$ cat src/rtl/pipe_ctrl_if.sv
`default_nettype none
// ============================================================================
//  Module      : pipe_ctrl_if
//  Description : Handshake bundle between the five-stage pipeline and its
//                control unit. The pipeline side (master) raises stall
//                requests and MEM-stage exception reports. The control side
//                (slave) returns the per-stage freeze vector, the flush
//                strobe with its redirect address, and the perf counters.
//  Signals     : stallreq_id/ex/mem  - stall requests from ID, EX and MEM
//                excepttype_i        - MEM exception code (0 none, 0xE ERET)
//                cp0_epc_i           - CP0 EPC, the return target of ERET
//                stall[5:0]          - freeze vector (bit0 PC .. bit4 MEM/WB)
//                flush, new_pc       - pipeline clear and redirect target
//                stall_cycles_o      - saturating count of stalled cycles
//                flush_count_o       - wrapping count of flushes
//  Revision    : 1.0 - initial release
// ============================================================================
interface pipe_ctrl_if;
    logic        stallreq_id;
    logic        stallreq_ex;
    logic        stallreq_mem;
    logic [31:0] excepttype_i;
    logic [31:0] cp0_epc_i;
    logic [5:0]  stall;
    logic        flush;
    logic [31:0] new_pc;
    logic [31:0] stall_cycles_o;
    logic [15:0] flush_count_o;

    modport master (
        output stallreq_id, stallreq_ex, stallreq_mem, excepttype_i, cp0_epc_i,
        input  stall, flush, new_pc, stall_cycles_o, flush_count_o
    );

    modport slave (
        input  stallreq_id, stallreq_ex, stallreq_mem, excepttype_i, cp0_epc_i,
        output stall, flush, new_pc, stall_cycles_o, flush_count_o
    );
endinterface
`default_nettype wire

$ cat src/rtl/pipe_ctrl.sv
`default_nettype none
// ============================================================================
//  Module      : pipe_ctrl
//  Description : Pipeline control unit for the five-stage MIPS32 core.
//                Merges stall requests into a prioritised freeze vector and
//                turns MEM-stage exception / ERET reports into a one-cycle
//                flush with a redirect address. After a flush, a drain window
//                of DRAIN_CYCLES cycles masks further exceptions and the
//                ID/EX stall requests. Counts stalled cycles and flushes.
//  Ports       : clk  - rising-edge clock
//                rst  - asynchronous, active-low reset
//                bus  - pipe_ctrl_if.slave (requests in, stall/flush out)
//  Parameters  : EXC_VECTOR   - redirect target for non-ERET exceptions
//                DRAIN_CYCLES - post-flush masking window, 0..3
//  Revision    : 1.0 - initial release
// ============================================================================
module pipe_ctrl #(
    parameter logic [31:0] EXC_VECTOR   = 32'h8000_1180,
    parameter int unsigned DRAIN_CYCLES = 1
) (
    input wire         clk,
    input wire         rst,
    pipe_ctrl_if.slave bus
);

    localparam logic [31:0] c_ERET_CODE  = 32'h0000_000e;
    localparam bit          c_HAS_DRAIN  = (DRAIN_CYCLES > 0);
    // Drain counter load value: the window ends when the counter reads 0.
    localparam logic [1:0]  c_DRAIN_LOAD = c_HAS_DRAIN ? 2'(DRAIN_CYCLES - 1) : 2'd0;

    localparam logic [5:0]  c_STALL_MEM  = 6'b011111;
    localparam logic [5:0]  c_STALL_EX   = 6'b001111;
    localparam logic [5:0]  c_STALL_ID   = 6'b000111;
    localparam logic [5:0]  c_STALL_NONE = 6'b000000;

    typedef enum logic [0:0] {
        ST_RUN   = 1'b0,
        ST_DRAIN = 1'b1
    } state_t;

    state_t      r_state;
    logic [1:0]  r_dcnt;
    logic [31:0] r_stall_cycles;
    logic [15:0] r_flush_count;

    logic        w_in_run;
    logic        w_exc;
    logic        w_flush;
    logic [31:0] w_new_pc;
    logic [5:0]  w_stall;

    // ------------------------------------------------------------------------
    // Combinational outputs. All three are gated by rst so they drop the
    // moment reset is asserted, without waiting for the state to clear.
    // ------------------------------------------------------------------------
    always_comb begin
        w_in_run = (r_state == ST_RUN);
        w_exc    = w_in_run && (bus.excepttype_i != 32'd0);
        w_flush  = rst && w_exc;

        w_new_pc = 32'd0;
        if (w_flush) begin
            w_new_pc = (bus.excepttype_i == c_ERET_CODE) ? bus.cp0_epc_i : EXC_VECTOR;
        end

        // A flush clears every stage, so it overrides any freeze request.
        // During the drain window only the MEM request is still honoured.
        w_stall = c_STALL_NONE;
        if (!rst || w_exc) begin
            w_stall = c_STALL_NONE;
        end else if (bus.stallreq_mem) begin
            w_stall = c_STALL_MEM;
        end else if (w_in_run && bus.stallreq_ex) begin
            w_stall = c_STALL_EX;
        end else if (w_in_run && bus.stallreq_id) begin
            w_stall = c_STALL_ID;
        end
    end

    // ------------------------------------------------------------------------
    // State machine and performance counters.
    // ------------------------------------------------------------------------
    always_ff @(posedge clk or negedge rst) begin
        if (!rst) begin
            r_state        <= ST_RUN;
            r_dcnt         <= 2'd0;
            r_stall_cycles <= 32'd0;
            r_flush_count  <= 16'd0;
        end else begin
            case (r_state)
                ST_RUN: begin
                    if (w_exc) begin
                        r_flush_count <= r_flush_count + 16'd1;
                        if (c_HAS_DRAIN) begin
                            r_state <= ST_DRAIN;
                            r_dcnt  <= c_DRAIN_LOAD;
                        end
                    end
                end
                ST_DRAIN: begin
                    if (r_dcnt == 2'd0) begin
                        r_state <= ST_RUN;
                    end else begin
                        r_dcnt <= r_dcnt - 2'd1;
                    end
                end
                default: begin
                    r_state <= ST_RUN;
                    r_dcnt  <= 2'd0;
                end
            endcase

            // Saturating: once all ones, the count is pinned there.
            if ((w_stall != c_STALL_NONE) && (r_stall_cycles != 32'hFFFF_FFFF)) begin
                r_stall_cycles <= r_stall_cycles + 32'd1;
            end
        end
    end

    assign bus.stall          = w_stall;
    assign bus.flush          = w_flush;
    assign bus.new_pc         = w_new_pc;
    assign bus.stall_cycles_o = r_stall_cycles;
    assign bus.flush_count_o  = r_flush_count;

endmodule
`default_nettype wire
$ cat src/flat_wrapper.sv
// flat-port wrapper written by rule: the top's interface ports become plain ports
module pipe_ctrl_flat 
#(
    parameter logic [31:0] EXC_VECTOR   = 32'h8000_1180,
    parameter int unsigned DRAIN_CYCLES = 1
)
  (clk, rst, bus_stallreq_id, bus_stallreq_ex, bus_stallreq_mem, bus_excepttype_i, bus_cp0_epc_i, bus_stall, bus_flush, bus_new_pc, bus_stall_cycles_o, bus_flush_count_o);
  pipe_ctrl_if bus_i ();
  input wire clk;
  input wire rst;
  input wire logic [$bits(bus_i.stallreq_id)-1:0] bus_stallreq_id;
  input wire logic [$bits(bus_i.stallreq_ex)-1:0] bus_stallreq_ex;
  input wire logic [$bits(bus_i.stallreq_mem)-1:0] bus_stallreq_mem;
  input wire logic [$bits(bus_i.excepttype_i)-1:0] bus_excepttype_i;
  input wire logic [$bits(bus_i.cp0_epc_i)-1:0] bus_cp0_epc_i;
  output wire logic [$bits(bus_i.stall)-1:0] bus_stall;
  output wire logic [$bits(bus_i.flush)-1:0] bus_flush;
  output wire logic [$bits(bus_i.new_pc)-1:0] bus_new_pc;
  output wire logic [$bits(bus_i.stall_cycles_o)-1:0] bus_stall_cycles_o;
  output wire logic [$bits(bus_i.flush_count_o)-1:0] bus_flush_count_o;
  assign bus_i.stallreq_id = bus_stallreq_id;
  assign bus_i.stallreq_ex = bus_stallreq_ex;
  assign bus_i.stallreq_mem = bus_stallreq_mem;
  assign bus_i.excepttype_i = bus_excepttype_i;
  assign bus_i.cp0_epc_i = bus_cp0_epc_i;
  assign bus_stall = bus_i.stall;
  assign bus_flush = bus_i.flush;
  assign bus_new_pc = bus_i.new_pc;
  assign bus_stall_cycles_o = bus_i.stall_cycles_o;
  assign bus_flush_count_o = bus_i.flush_count_o;
  pipe_ctrl #(.EXC_VECTOR(EXC_VECTOR), .DRAIN_CYCLES(DRAIN_CYCLES)) u_core (.clk(clk), .rst(rst), .bus(bus_i));
endmodule
$ cat config.mk
export PLATFORM = sky130hd
export DESIGN_NAME = pipe_ctrl_flat
export DESIGN_NICKNAME = d
export VERILOG_FILES = /design/src/rtl/pipe_ctrl_if.sv /design/src/rtl/pipe_ctrl.sv /design/src/flat_wrapper.sv
export SDC_FILE = /design/constraint.sdc
export NUM_CORES = 1
export LEC_CHECK = 0
export BUFFER_PORTS_ARGS = -buffer_cell sky130_fd_sc_hd__buf_4
export CORE_MARGIN = 3
export CORE_UTILIZATION = 49
export CTS_BUF_LIST = sky130_fd_sc_hd__clkbuf_4 sky130_fd_sc_hd__clkbuf_8 sky130_fd_sc_hd__clkbuf_16
export CTS_CLUSTER_SIZE = 10
export DETAILED_ROUTE_END_ITERATION = 8
export HOLD_SLACK_MARGIN = 0.02
export PLACE_DENSITY = 0.85
export SLEW_MARGIN = 25
export SYNTH_ARGS = -nofsm -noshare
export SYNTH_HDL_FRONTEND = slang
export SYNTH_SLANG_ARGS = --single-unit
export TNS_END_PERCENT = 30
$ cat constraint.sdc
create_clock -name clk -period 5.25 [get_ports clk]
set_input_delay 1.05 -clock clk [delete_from_list [all_inputs] [get_ports clk]]
set_output_delay 1.05 -clock clk [all_outputs]
set_load 0.03 [all_outputs]
* Word level (Yosys, flattened, before mapping)
Index checks and enable logic that the tools add are counted.
** Word-level totals
- Input port bits :: 69
- Bits in registers :: 51
- Logic and storage cells :: 36
** Operators by class
- Equality and inequality tests :: 4
- $add $sub $neg :: 3
- Bitwise logic cells :: 1
- Reduce and logical (&&, ||, !) cells :: 12
- Mux-type cells :: 12
** Operators by type and width (count)
- $mux W32 :: 2
- $add A32 B1 Y32 const B :: 1
- $eq A32 B4 Y1 const B :: 1
- $ne A32 B32 Y1 const B :: 1
- $reduce_bool A32 Y1 :: 1
- $mux W6 :: 3
- $add A16 B1 Y16 const B :: 1
- $reduce_bool A6 Y1 :: 1
- $logic_and A1 B1 Y1 :: 5
- $mux W2 :: 2
- $ne A2 B2 Y1 const B :: 2
- $pmux W2 S2 :: 1
- $reduce_and A2 Y1 :: 2
- $mux W3 :: 1
- $logic_not A2 Y1 :: 1
- $mux W1 :: 2
- $pmux W1 S2 :: 1
- $sub A2 B1 Y2 const B :: 1
- $logic_not A1 Y1 :: 1
- $logic_or A1 B1 Y1 :: 1
- $not A1 Y1 :: 1

* Depth between registers and ports, before layout
Gate-level depths: netlist of the first run.
- Word-level depth :: 8
- Gate-level depth with buffers :: 7
- Mapped depth without buffers :: 6

* Worst setup path after synthesis of the first run
OpenSTA, ideal clock, no wires.
- Kind :: input to output
- Start :: input bus_excepttype_i[21]
- End :: output bus_new_pc[10]
- Slack :: 1.561 ns
- Arrival time :: 2.639 ns
- Cell stages on the path :: 6
- Cells stage by stage :: nor4_2 > and4_2 > nand3_1 > nor3b_2 > buf_2 > and2_1
** Between the ends
- Cells in the longest elaborated chain, start to end :: 4
- Elaborated cells on any way between the ends :: 6
- Those cells by class :: eq/ne (1); mux (2); reduce/logical (3)
** Ends and longest elaborated chain
- start: declaration :: RTL line flat_wrapper.sv:14 : input wire logic [$bits(bus_i.excepttype_i)-1:0] bus_excepttype_i;
- $reduce_bool A32 Y1 :: RTL line pipe_ctrl.sv:58 : w_exc = w_in_run && (bus.excepttype_i != 32'd0);
- $logic_and A1 B1 Y1 :: RTL line pipe_ctrl.sv:58
- $logic_and A1 B1 Y1 :: RTL line pipe_ctrl.sv:59 : w_flush = rst && w_exc;
- $mux W32 (*) :: RTL line pipe_ctrl.sv:62 : if (w_flush) begin
- end: declaration :: RTL line flat_wrapper.sv:18 : output wire logic [$bits(bus_i.new_pc)-1:0] bus_new_pc;
Every way passes the cells marked *; elsewhere a longest branch is shown, timed or not.

* Final worst setup path of the first run
- Start :: input bus_excepttype_i[9]
- End :: output bus_new_pc[15]
The elaborated chain is that of the path after synthesis.

==> results of run 1 <==
## per-layer routing
metal	wire [um]	global-route usage (%)	vias to the layer above	share of wire, %
li1	-	-	1385	-
met1	3630	32.0	1371	41
met4	82	4.17	0	0.92
met2	4500	41.1	118	51
met5	0	0	-	0
met3	692	5.10	9	7.8
## cell usage in the layout, fill, tap and decap left out, drive strengths merged, types with 3 or more instances in the layout
master	instances
nand3	23
dfrtp	51
or4	10
nand4	20
ha	3
buf	157
and4	8
nand2	21
nor3	11
o21a	4
xnor2	35
and2	29
xor2	9
nor4	11
inv	10
nor2	9
clkbuf	5
and3	14
## cells by family (layout without fill, tap and decap cells)
kind of cell | count (synthesis) | after routing
buffers and inverters | 21 | 173
AO/OA/AOI/OAI | 15 | 15
flip-flops | 51 | 51
adder cells (fa/ha/maj) | 3 | 3
AND/OR/NAND/NOR | 165 | 165
other | 1 | 1
XOR/XNOR | 44 | 44
multiplexers | 3 | 3
## sequential cells by signal (all words and copies together), names as in the netlist
register / cells
u_core.bus.stall_cycles_o: 32
u_core.bus.flush_count_o: 16
u_core.r_dcnt: 2
u_core.r_state: 1
## final cells by class
cell class / count / area (um^2) / area share, %
sequential: 51 / 1280 / 29.4
clock inverter: 3 / 27.5 / 0.635
timing repair buffer: 157 / 1180 / 27.2
tap: 75 / 93.8 / 2.16
clock buffer: 5 / 68.8 / 1.59
multi-input combinational: 231 / 1660 / 38.3
inverter: 8 / 30.0 / 0.693
## how the worst max path moves through the flow
| stage | from | end |
|---|---|---|
| 3_5_place_dp | bus_excepttype_i[16] | bus_new_pc[21] |
| 4_1_cts | bus_excepttype_i[13] | bus_new_pc[21] |
| 6_report | bus_excepttype_i[9] | bus_new_pc[15] |
| 5_1_grt | bus_excepttype_i[13] | bus_new_pc[15] |
| 2_1_floorplan | bus_excepttype_i[21] | bus_new_pc[10] |
| 3_3_place_gp | bus_excepttype_i[16] | bus_new_pc[15] |
## worst register-to-register path, stage by stage, from the launching register on
cell and delay (ps):
dfrtp_1 430, ha_1 220, nand3_1 190, nor4_4 570, a31oi_2 480, nand2_1 250
mux2_1 340
## power groups by stage
stage / combinational, mW / clock [mW] / sequential (mW)
floorplan: 0.0448 / 0 / 0.474
global placement: 0.166 / 0 / 0.443
detailed placement: 0.170 / 0 / 0.443
CTS: 0.170 / 0.254 / 0.436
global route: 0.182 / 0.270 / 0.440
finish: 0.168 / 0.243 / 0.436
==> results.sh, run 1 <==
export IMPL_postSynth_asyncResetShare_pct=100
export IMPL_maxClockFrequency_ghz=0.259
export IMPL_grt_pass1_vias=2757
export IMPL_cts_tree="done"
export IMPL_synth_area_per_cell_um2=10.0
export IMPL_seq_total_area_yosys_pct=42.0
export IMPL_drt_iter0_markers=129
export IMPL_p_leak_nw=2.03
export IMPL_holdPathEnd="u_core.bus.flush_count_o[15]"
export IMPL_post_synth_and_or_nand_nor_area_fraction_pct=34.7
export IMPL_n_antenna_cell=0
export IMPL_family_with_the_most_delay_on_the_worst_path="simple AND/OR/NAND/NOR gates"
export IMPL_setup_violations=0
export IMPL_synth_mux_area_share_pct=1.07
export IMPL_place_detailed_instances=522
export IMPL_ys_types=47
export IMPL_power_share_switching_pct=30.5
export IMPL_reg2reg_slack_ps=2660
export IMPL_cp_data_arrival_time_ps=2810
export IMPL_clock_power_share_pct=28.7
export IMPL_hold_path_startpoint="u_core.bus.flush_count_o[15]"
export IMPL_synth_area_um2=3040
export IMPL_post_cts_setup_buffer_count=0
export IMPL_grt_overflow_total=0
export IMPL_min_delay_path_class="flip-flop to flip-flop"
export IMPL_main_combinational_cell_family_by_area_after_synthesis="simple AND/OR/NAND/NOR gates"
export IMPL_skew_ps=9.32
export IMPL_synth_top_cells_by_area="dfrtp_1 (42%), xnor2_1 (9.5%), and2_1 (6.0%)"
export IMPL_areaGrowthSynthToFinish_pct=42.8
export IMPL_critical_path_most_common_cell="buf_4"
export IMPL_power_share_sequential_pct=51.4
export IMPL_outcome="completed"
export IMPL_yosys_top_cell_by_area="dfrtp_1"
export IMPL_post_dp_hpwl_um=7020
export IMPL_drtPass1Iterations=4
export IMPL_proportion_of_layout_cells_with_a_drive_suffix_above_1_pct=40.7
export IMPL_finalMaxSlewViolations=0
export IMPL_worstRegToRegCells=6
export IMPL_num_fill_cells=471
export IMPL_cts_root_buf="clkbuf_8"
export IMPL_hold_slack_ps=486
export IMPL_nNetsFinal=526
export IMPL_cts_sinks=51
export IMPL_stdcell_area_um2=4340
export IMPL_hold_viol=0
export IMPL_place_ws_ps=1420
export IMPL_finalNonFillerCells=530
export IMPL_number_of_antenna_violations_at_the_first_check_in_global_routing=0
export IMPL_drv_cap=0
export IMPL_max_slew_margin_pct=38.9
export IMPL_max_slew_worst_pin_slew_ps=911
export IMPL_most_numerous_cell_in_the_yosys_netlist="dfrtp_1"
export IMPL_worst_r2r_startpoint="u_core.bus.stall_cycles_o[0]"
export IMPL_synthesized_area_fraction_occupied_by_xor_and_xnor_cells_pct=13.2
export IMPL_synth_compound_area_share_pct=4.16
export IMPL_postSynthNetCount=375
export IMPL_synth_top_cell_area_share_pct=42.0
export IMPL_count_of_flip_flops_with_a_built_in_enable_after_synthesis=0
export IMPL_path_type_of_the_worst_setup_path="primary input to primary output"
export IMPL_rows=28
export IMPL_overall_routed_net_length_um=8900
export IMPL_cellPowerDensity_nw_per_um2=195
export IMPL_power_share_combinational_pct=19.8
export IMPL_setup_tns_final_ps=0
export IMPL_critPathRequiredTime_ps=4200
export IMPL_critical_path_max_stage_delay_ps=340
export IMPL_io_pins=156
export IMPL_core_area_um2=5960
export IMPL_timing_critical_path_to_type="primary output"
export IMPL_final_core_utilization_pct=72.8
export IMPL_critical_path_startpoint_type="primary input"
export IMPL_synth_seq_cells=51
export IMPL_timing_rr_end="u_core.bus.stall_cycles_o[1]"
export IMPL_worst_ir_drop_vdd_uv=209
export IMPL_p_total_uw=847
export IMPL_critical_path_depth=8
export IMPL_die_width_um=84.7
export IMPL_pin_count_of_the_biggest_net_entering_global_routing=32
export IMPL_initial_utilization_pct=51.0
export IMPL_timing_hold_worst_path_depth=1
export IMPL_power_internal_uw=589
export IMPL_ys_dominant_reg_cell="dfrtp_1"
export IMPL_gpl_final_weighted_congestion=0.845
export IMPL_die_y_um=84.7
export IMPL_rsz0062_at_grt="false"
export IMPL_number_of_instances_in_the_synthesized_netlist=303
export IMPL_dpl_cell_area_um2=4240
export IMPL_grt_first_pass_wirelength_um=14000
export IMPL_numCtsBuffers=5
export IMPL_htree_num_levels=2
export IMPL_die_area_um2=7170
export IMPL_numPortBuffers=154
export IMPL_power_net_switching_uw=258
export IMPL_final_antenna_net_count=0
export IMPL_synth_cells_most_frequent="dfrtp_1 (51), xnor2_1 (33), and2_1 (29)"
export IMPL_clk_transition_reported_paths_ps=100
export IMPL_timing_final_crit_share_pct=73.6
export IMPL_final_setup_worst_slack_ps=1390
export IMPL_list_of_cells_traversed_by_the_critical_path="buf_4, nor4_2, and4_1, nand3_1, nor3b_2, buf_4, and2_1, buf_4"
export IMPL_vias_per_cell=5.44
export IMPL_clock_latency_ps=310
export IMPL_layout_min_cycle_time_ps=3860
export IMPL_post_cts_resize_count=0
export IMPL_synth_warning_count=0
export IMPL_vias=2883
export IMPL_cts_hold_buf=0
export IMPL_grtUsageTotal_pct=24.1
export IMPL_clockBufferDepth=2
export IMPL_synth_adder_area_share_pct=1.24
export IMPL_post_route_drc_count=0
export IMPL_route_detailed_wl_per_inst_um=16.8
export IMPL_cp_buffers_inverters=3
export IMPL_critical_path_slowest_cell="and4_1"
export IMPL_worst_path_max_fanout=28
Power figures use the tool's default switching activity.
==> inputs of run 2 (changes only) <==
--- a/config.mk
+++ b/config.mk
@@ -5,6 +5,7 @@
 export SDC_FILE = /design/constraint.sdc
 export NUM_CORES = 1
 export LEC_CHECK = 0
+export ABC_AREA = 1
 export BUFFER_PORTS_ARGS = -buffer_cell sky130_fd_sc_hd__buf_4
 export CORE_MARGIN = 3
 export CORE_UTILIZATION = 49
@@ -12,7 +13,7 @@
 export CTS_CLUSTER_SIZE = 10
 export DETAILED_ROUTE_END_ITERATION = 8
 export HOLD_SLACK_MARGIN = 0.02
-export PLACE_DENSITY = 0.85
+export PLACE_DENSITY = 0.81
 export SLEW_MARGIN = 25
 export SYNTH_ARGS = -nofsm -noshare
 export SYNTH_HDL_FRONTEND = slang
==> constraint.sdc (replaced) <==
create_clock -name clk -period 3.8 [get_ports clk]
set_input_delay 0.76 -clock clk [delete_from_list [all_inputs] [get_ports clk]]
set_output_delay 0.76 -clock clk [all_outputs]
set_load 0.03 [all_outputs]
==> results.sh, run 2 <==
export IMPL_outcome="completed"
export IMPL_proportion_of_layout_cells_with_a_drive_suffix_above_1_pct=26.1
export IMPL_synth_warning_count=0
export IMPL_setup_violations=0
export IMPL_synth_area_um2=3860
export IMPL_rsz0062_at_grt="false"
export IMPL_clockBufferDepth=2
export IMPL_most_numerous_cell_in_the_yosys_netlist="nand2_1"
export IMPL_final_setup_worst_slack_ps=707
export IMPL_p_leak_nw=2.53
export IMPL_post_cts_setup_buffer_count=0
export IMPL_numCtsBuffers=5
export IMPL_numPortBuffers=154
export IMPL_critPathRequiredTime_ps=3040
export IMPL_pin_count_of_the_biggest_net_entering_global_routing=36
export IMPL_maxClockFrequency_ghz=0.323
export IMPL_vias_per_cell=5.12
export IMPL_grt_overflow_total=0
export IMPL_clk_transition_reported_paths_ps=90
export IMPL_nNetsFinal=803
export IMPL_layout_commonest_cell="nand2_1"
export IMPL_layout_min_cycle_time_ps=3090
export IMPL_die_width_um=94.7
export IMPL_cts_sinks=51
export IMPL_cellPowerDensity_nw_per_um2=226
export IMPL_post_dp_hpwl_um=8910
export IMPL_dpl_cell_area_um2=5010
export IMPL_most_common_layout_cells="nand2_1 (231), buf_4 (158), nor2_1 (113)"
export IMPL_clock_latency_ps=310
export IMPL_synth_cells_most_frequent="nand2_1 (231), nor2_1 (113), dfrtp_1 (51)"
export IMPL_n_antenna_cell=0
export IMPL_place_ws_ps=722
export IMPL_number_of_instances_in_the_synthesized_netlist=588
export IMPL_cts_root_buf="clkbuf_8"
export IMPL_postSynthNetCount=660
export IMPL_worst_path_max_fanout=33
export IMPL_cts_hold_buf=0
export IMPL_cp_data_arrival_time_ps=2330
export IMPL_ys_types=29
export IMPL_final_antenna_net_count=0
export IMPL_number_of_antenna_violations_at_the_first_check_in_global_routing=0
export IMPL_grt_pass1_vias=3953
export IMPL_die_y_um=94.7
export IMPL_skew_ps=8.14
export IMPL_finalMaxSlewViolations=0
export IMPL_setup_tns_final_ps=0
export IMPL_drv_cap=0
export IMPL_hold_viol=0
export IMPL_die_area_um2=8980
export IMPL_overall_routed_net_length_um=11500
export IMPL_postSynth_asyncResetShare_pct=100
export IMPL_stdcell_area_um2=5110
export IMPL_count_of_flip_flops_with_a_built_in_enable_after_synthesis=0
export IMPL_synth_top_cells_by_area="dfrtp_1 (33%), nand2_1 (22%), nor2_1 (11%)"
export IMPL_route_detailed_wl_per_inst_um=13.9
export IMPL_path_type_of_the_worst_setup_path="primary input to primary output"
export IMPL_worst_ir_drop_vdd_uv=274
export IMPL_final_core_utilization_pct=68.6
export IMPL_drt_iter0_markers=135
export IMPL_gpl_final_weighted_congestion=0.871
export IMPL_areaGrowthSynthToFinish_pct=32.5
export IMPL_htree_num_levels=2
export IMPL_critical_path_startpoint_type="primary input"
export IMPL_synth_area_per_cell_um2=6.56
export IMPL_largest_reg_flops=32
export IMPL_post_route_drc_count=0
export IMPL_rows=31
export IMPL_initial_utilization_pct=51.8
export IMPL_timing_critical_path_to_type="primary output"
export IMPL_grtUsageTotal_pct=25.2
export IMPL_yosys_top_cell_by_area="dfrtp_1"
export IMPL_drtPass1Iterations=4
export IMPL_io_pins=156
export IMPL_num_fill_cells=650
export IMPL_core_area_um2=7450
export IMPL_min_delay_path_class="primary input to asynchronous set/reset pin"
export IMPL_timing_final_crit_share_pct=81.4
export IMPL_seq_total_area_yosys_pct=33.1
export IMPL_cts_tree="done"
export IMPL_max_slew_margin_pct=65.4
export IMPL_ys_dominant_reg_cell="dfrtp_1"
export IMPL_synth_seq_cells=51
export IMPL_grt_first_pass_wirelength_um=18200
export IMPL_max_slew_worst_pin_slew_ps=518
export IMPL_post_cts_resize_count=0
export IMPL_vias=4253
export IMPL_synth_top_cell_area_share_pct=33.1
## run 2: cell types whose count changed in the layout (fill, tap and decap cells not counted), sizes merged, moves of 11 or more
cell	previous run	this run
inv	10	33
nand4	20	35
nor2	9	126
o21ai	2	13
xor2	9	23
nand3b	0	15
and3	14	0
and2	29	0
xnor2	35	5
nand2	21	235
## run 2: power by group
group          switching [mW]  internal (mW)
clock                   0.185          0.157
sequential             0.0348          0.559
combinational           0.122         0.0967
## run 2: cells by family after synthesis
family / Yosys count / synth area share [%]
other cells: 1 / 0.0972
buf+inv: 55 / 7.23
compound gates: 17 / 2.56
simple gates: 433 / 49.7
fa+ha+maj: 3 / 0.973
xor+xnor: 28 / 6.36
flops: 51 / 33.1
## run 2: layout make-up
type | count | area (um^2) | area share [%]
multi-input cells | 482 | 2300 | 45.1
flip-flops and latches | 51 | 1280 | 25.0
repair buffers | 158 | 1190 | 23.2
inverters | 33 | 124 | 2.42
well taps | 99 | 124 | 2.42
clock buffers | 7 | 90.1 | 1.76
clock inverters | 1 | 8.76 | 0.171
## run 2: worst paths after layout
check / from / cells past startpoint / slack (ps) / end
setup / recovery: bus_excepttype_i[7] / 11 / 710 / bus_new_pc[17]
hold / removal: rst / 1 / 390 / u_core.bus.stall_cycles_o[13]
min in group clk: u_core.bus.flush_count_o[2] / 1 / 530 / u_core.bus.flush_count_o[2]
max in group asynchronous: rst / 2 / 2780 / u_core.bus.flush_count_o[11]
hold reg to reg: u_core.bus.flush_count_o[2] / 1 / 530 / u_core.bus.flush_count_o[2]
setup reg to reg: u_core.bus.stall_cycles_o[0] / 8 / 1520 / u_core.bus.stall_cycles_o[22]
## run 2: per-stage QoR
| step | std cells | power [mW] | hold WS [ps] |
|---|---|---|---|
| after floorplan | 588 | 0.710 | 464 |
| after global placement | 823 | 0.819 | 515 |
| after detailed placement | 823 | 0.824 | 514 |
| after CTS | 831 | 1.16 | 419 |
| after global routing | 831 | 1.20 | 433 |
| final | 831 | 1.15 | 391 |
## run 2: per-layer routing
layer	part of all wire (%)	vias up	global-route usage, %	routed length [um]
li1	-	2132	-	-
met4	2.1	0	8.05	242
met5	0	-	0	0
met2	51	145	47.5	5910
met3	7.6	21	3.67	873
met1	39	1955	29.0	4510
## run 2: worst max-delay path, cell delays in order
cell and delay, ps:
buf_4 80, nor2_1 40, nand2_1 70, nor2_1 50
nand2_1 160, nor2_4 60, nor2_4 390, nand2_1 110
buf_4 260, nor2_1 170, buf_4 180
==> inputs of run 3 (changes only) <==
==> constraint.sdc (replaced) <==
create_clock -name clk -period 3.22 [get_ports clk]
set_input_delay 0.644 -clock clk [delete_from_list [all_inputs] [get_ports clk]]
set_output_delay 0.644 -clock clk [all_outputs]
set_load 0.03 [all_outputs]
==> results.sh, run 3 (synthesis results as in run 2) <==
export IMPL_outcome="completed"
export IMPL_clockBufferDepth=2
export IMPL_vias_per_cell=5.07
export IMPL_wl_met2_um=6080
export IMPL_maxClockFrequency_ghz=0.334
export IMPL_post_cts_setup_buffer_count=0
export IMPL_timing_final_crit_share_pct=92.8
export IMPL_cts_hold_buf=0
export IMPL_timing_rr_end="u_core.bus.stall_cycles_o[8]"
export IMPL_skew_ps=15.3
export IMPL_overall_routed_net_length_um=11800
export IMPL_clk_transition_reported_paths_ps=110
export IMPL_final_setup_worst_slack_ps=230
export IMPL_cts_tree="done"
export IMPL_stdcell_area_um2=5130
export IMPL_die_y_um=94.7
export IMPL_clock_latency_ps=310
export IMPL_layout_commonest_cell="nand2_1"
export IMPL_grt_pass1_vias=4002
export IMPL_grt_first_pass_wirelength_um=19200
export IMPL_io_pins=156
export IMPL_numPortBuffers=154
export IMPL_worstRegToRegCells=8
export IMPL_cts_sinks=51
export IMPL_drtPass1Iterations=5
export IMPL_initial_utilization_pct=51.8
export IMPL_worst_r2r_startpoint="u_core.bus.stall_cycles_o[0]"
export IMPL_max_slew_worst_pin_slew_ps=520
export IMPL_cellPowerDensity_nw_per_um2=275
export IMPL_proportion_of_layout_cells_with_a_drive_suffix_above_1_pct=26.1
export IMPL_seqCellArea_um2=1280
export IMPL_setup_violations=0
export IMPL_setup_tns_final_ps=0
export IMPL_hold_slack_ps=218
export IMPL_rows=31
export IMPL_launch_point_of_the_worst_path="bus_excepttype_i[7]"
export IMPL_timing_critical_path_to_type="primary output"
export IMPL_drv_cap=0
export IMPL_reg2reg_slack_ps=930
export IMPL_dpl_cell_area_um2=5010
export IMPL_worst_path_max_fanout=33
export IMPL_num_fill_cells=656
export IMPL_die_area_um2=8980
export IMPL_critPathRequiredTime_ps=2580
export IMPL_post_cts_resize_count=0
export IMPL_rsz0062_at_grt="false"
export IMPL_layout_min_cycle_time_ps=2990
export IMPL_p_leak_nw=2.53
export IMPL_largest_reg_flops=32
export IMPL_route_detailed_wl_per_inst_um=14.2
export IMPL_most_common_layout_cells="nand2_1 (231), buf_4 (158), nor2_1 (113)"
export IMPL_area_used_by_multi_input_combinational_logic_um2=2300
export IMPL_top_signal_layer_used="met4"
export IMPL_drt_iter0_markers=243
export IMPL_vias=4213
export IMPL_htree_num_levels=2
export IMPL_areaGrowthSynthToFinish_pct=32.8
export IMPL_path_type_of_the_worst_setup_path="primary input to primary output"
export IMPL_post_route_drc_count=0
export IMPL_hold_viol=0
export IMPL_met3_wirelength_um=946
export IMPL_cp_data_arrival_time_ps=2350
export IMPL_max_slew_margin_pct=65.3
export IMPL_pin_count_of_the_biggest_net_entering_global_routing=34
export IMPL_critical_path_startpoint_type="primary input"
export IMPL_numCtsBuffers=5
export IMPL_place_ws_ps=280
export IMPL_core_area_um2=7450
export IMPL_die_width_um=94.7
export IMPL_finalMaxSlewViolations=0
export IMPL_cts_root_buf="clkbuf_8"
export IMPL_worst_ir_drop_vdd_uv=311
export IMPL_final_antenna_net_count=0
export IMPL_min_delay_path_class="primary input to asynchronous set/reset pin"
export IMPL_grt_overflow_total=0
export IMPL_post_dp_hpwl_um=9130
export IMPL_number_of_antenna_violations_at_the_first_check_in_global_routing=0
export IMPL_p_total_mw=1.41
export IMPL_route_layer_met1_wl_um=4570
export IMPL_n_antenna_cell=0
export IMPL_nNetsFinal=803
export IMPL_gpl_final_weighted_congestion=0.901
export IMPL_grtUsageTotal_pct=26.9
==> run 3: layout make-up <==
class                   count  share of cell area, %
clock buffers               5                   1.34
clock inverters             3                  0.854
inverters                  33                   2.42
multi-input cells         482                   44.9
flip-flops and latches     51                   24.9
well taps                  99                   2.42
repair buffers            158                   23.1
==> run 3: through the flow <==
stage               utilization, %  cells
finish                        68.8    831
floorplan                        -    588
global placement              67.3    823
detailed placement            67.3    823
global route                  68.8    831
CTS                           68.8    831
==> run 3: how the worst max path moves through the flow <==
stage	to	slack, ps	cells after the start
4_1_cts	bus_new_pc[11]	280	11
3_5_place_dp	bus_new_pc[11]	280	11
5_1_grt	bus_new_pc[20]	80	11
2_1_floorplan	bus_stall[1]	350	10
3_3_place_gp	bus_new_pc[11]	370	11
6_report	bus_new_pc[20]	230	11
==> run 3: report_power, final <==
| group | internal, mW | switching (mW) |
|---|---|---|
| logic | 0.114 | 0.144 |
| clock network | 0.232 | 0.221 |
| registers | 0.659 | 0.0408 |
==> run 3: metal layers <==
layer  vias to the layer above  global-route usage, %
met5                         -                      0
met4                         0                   7.57
met3                        17                   4.38
met2                       163                   49.0
met1                      1891                   32.6
li1                       2142                      -
==> run 3: critical path: stages <==
cell and delay (ps):
buf_4 80, nor2_1 40, nand2_1 80, nor2_1 50, nand2_1 170, nor2_4 60, nor2_4 400, nand2_1 110
buf_4 250, nor2_1 250, buf_4 210
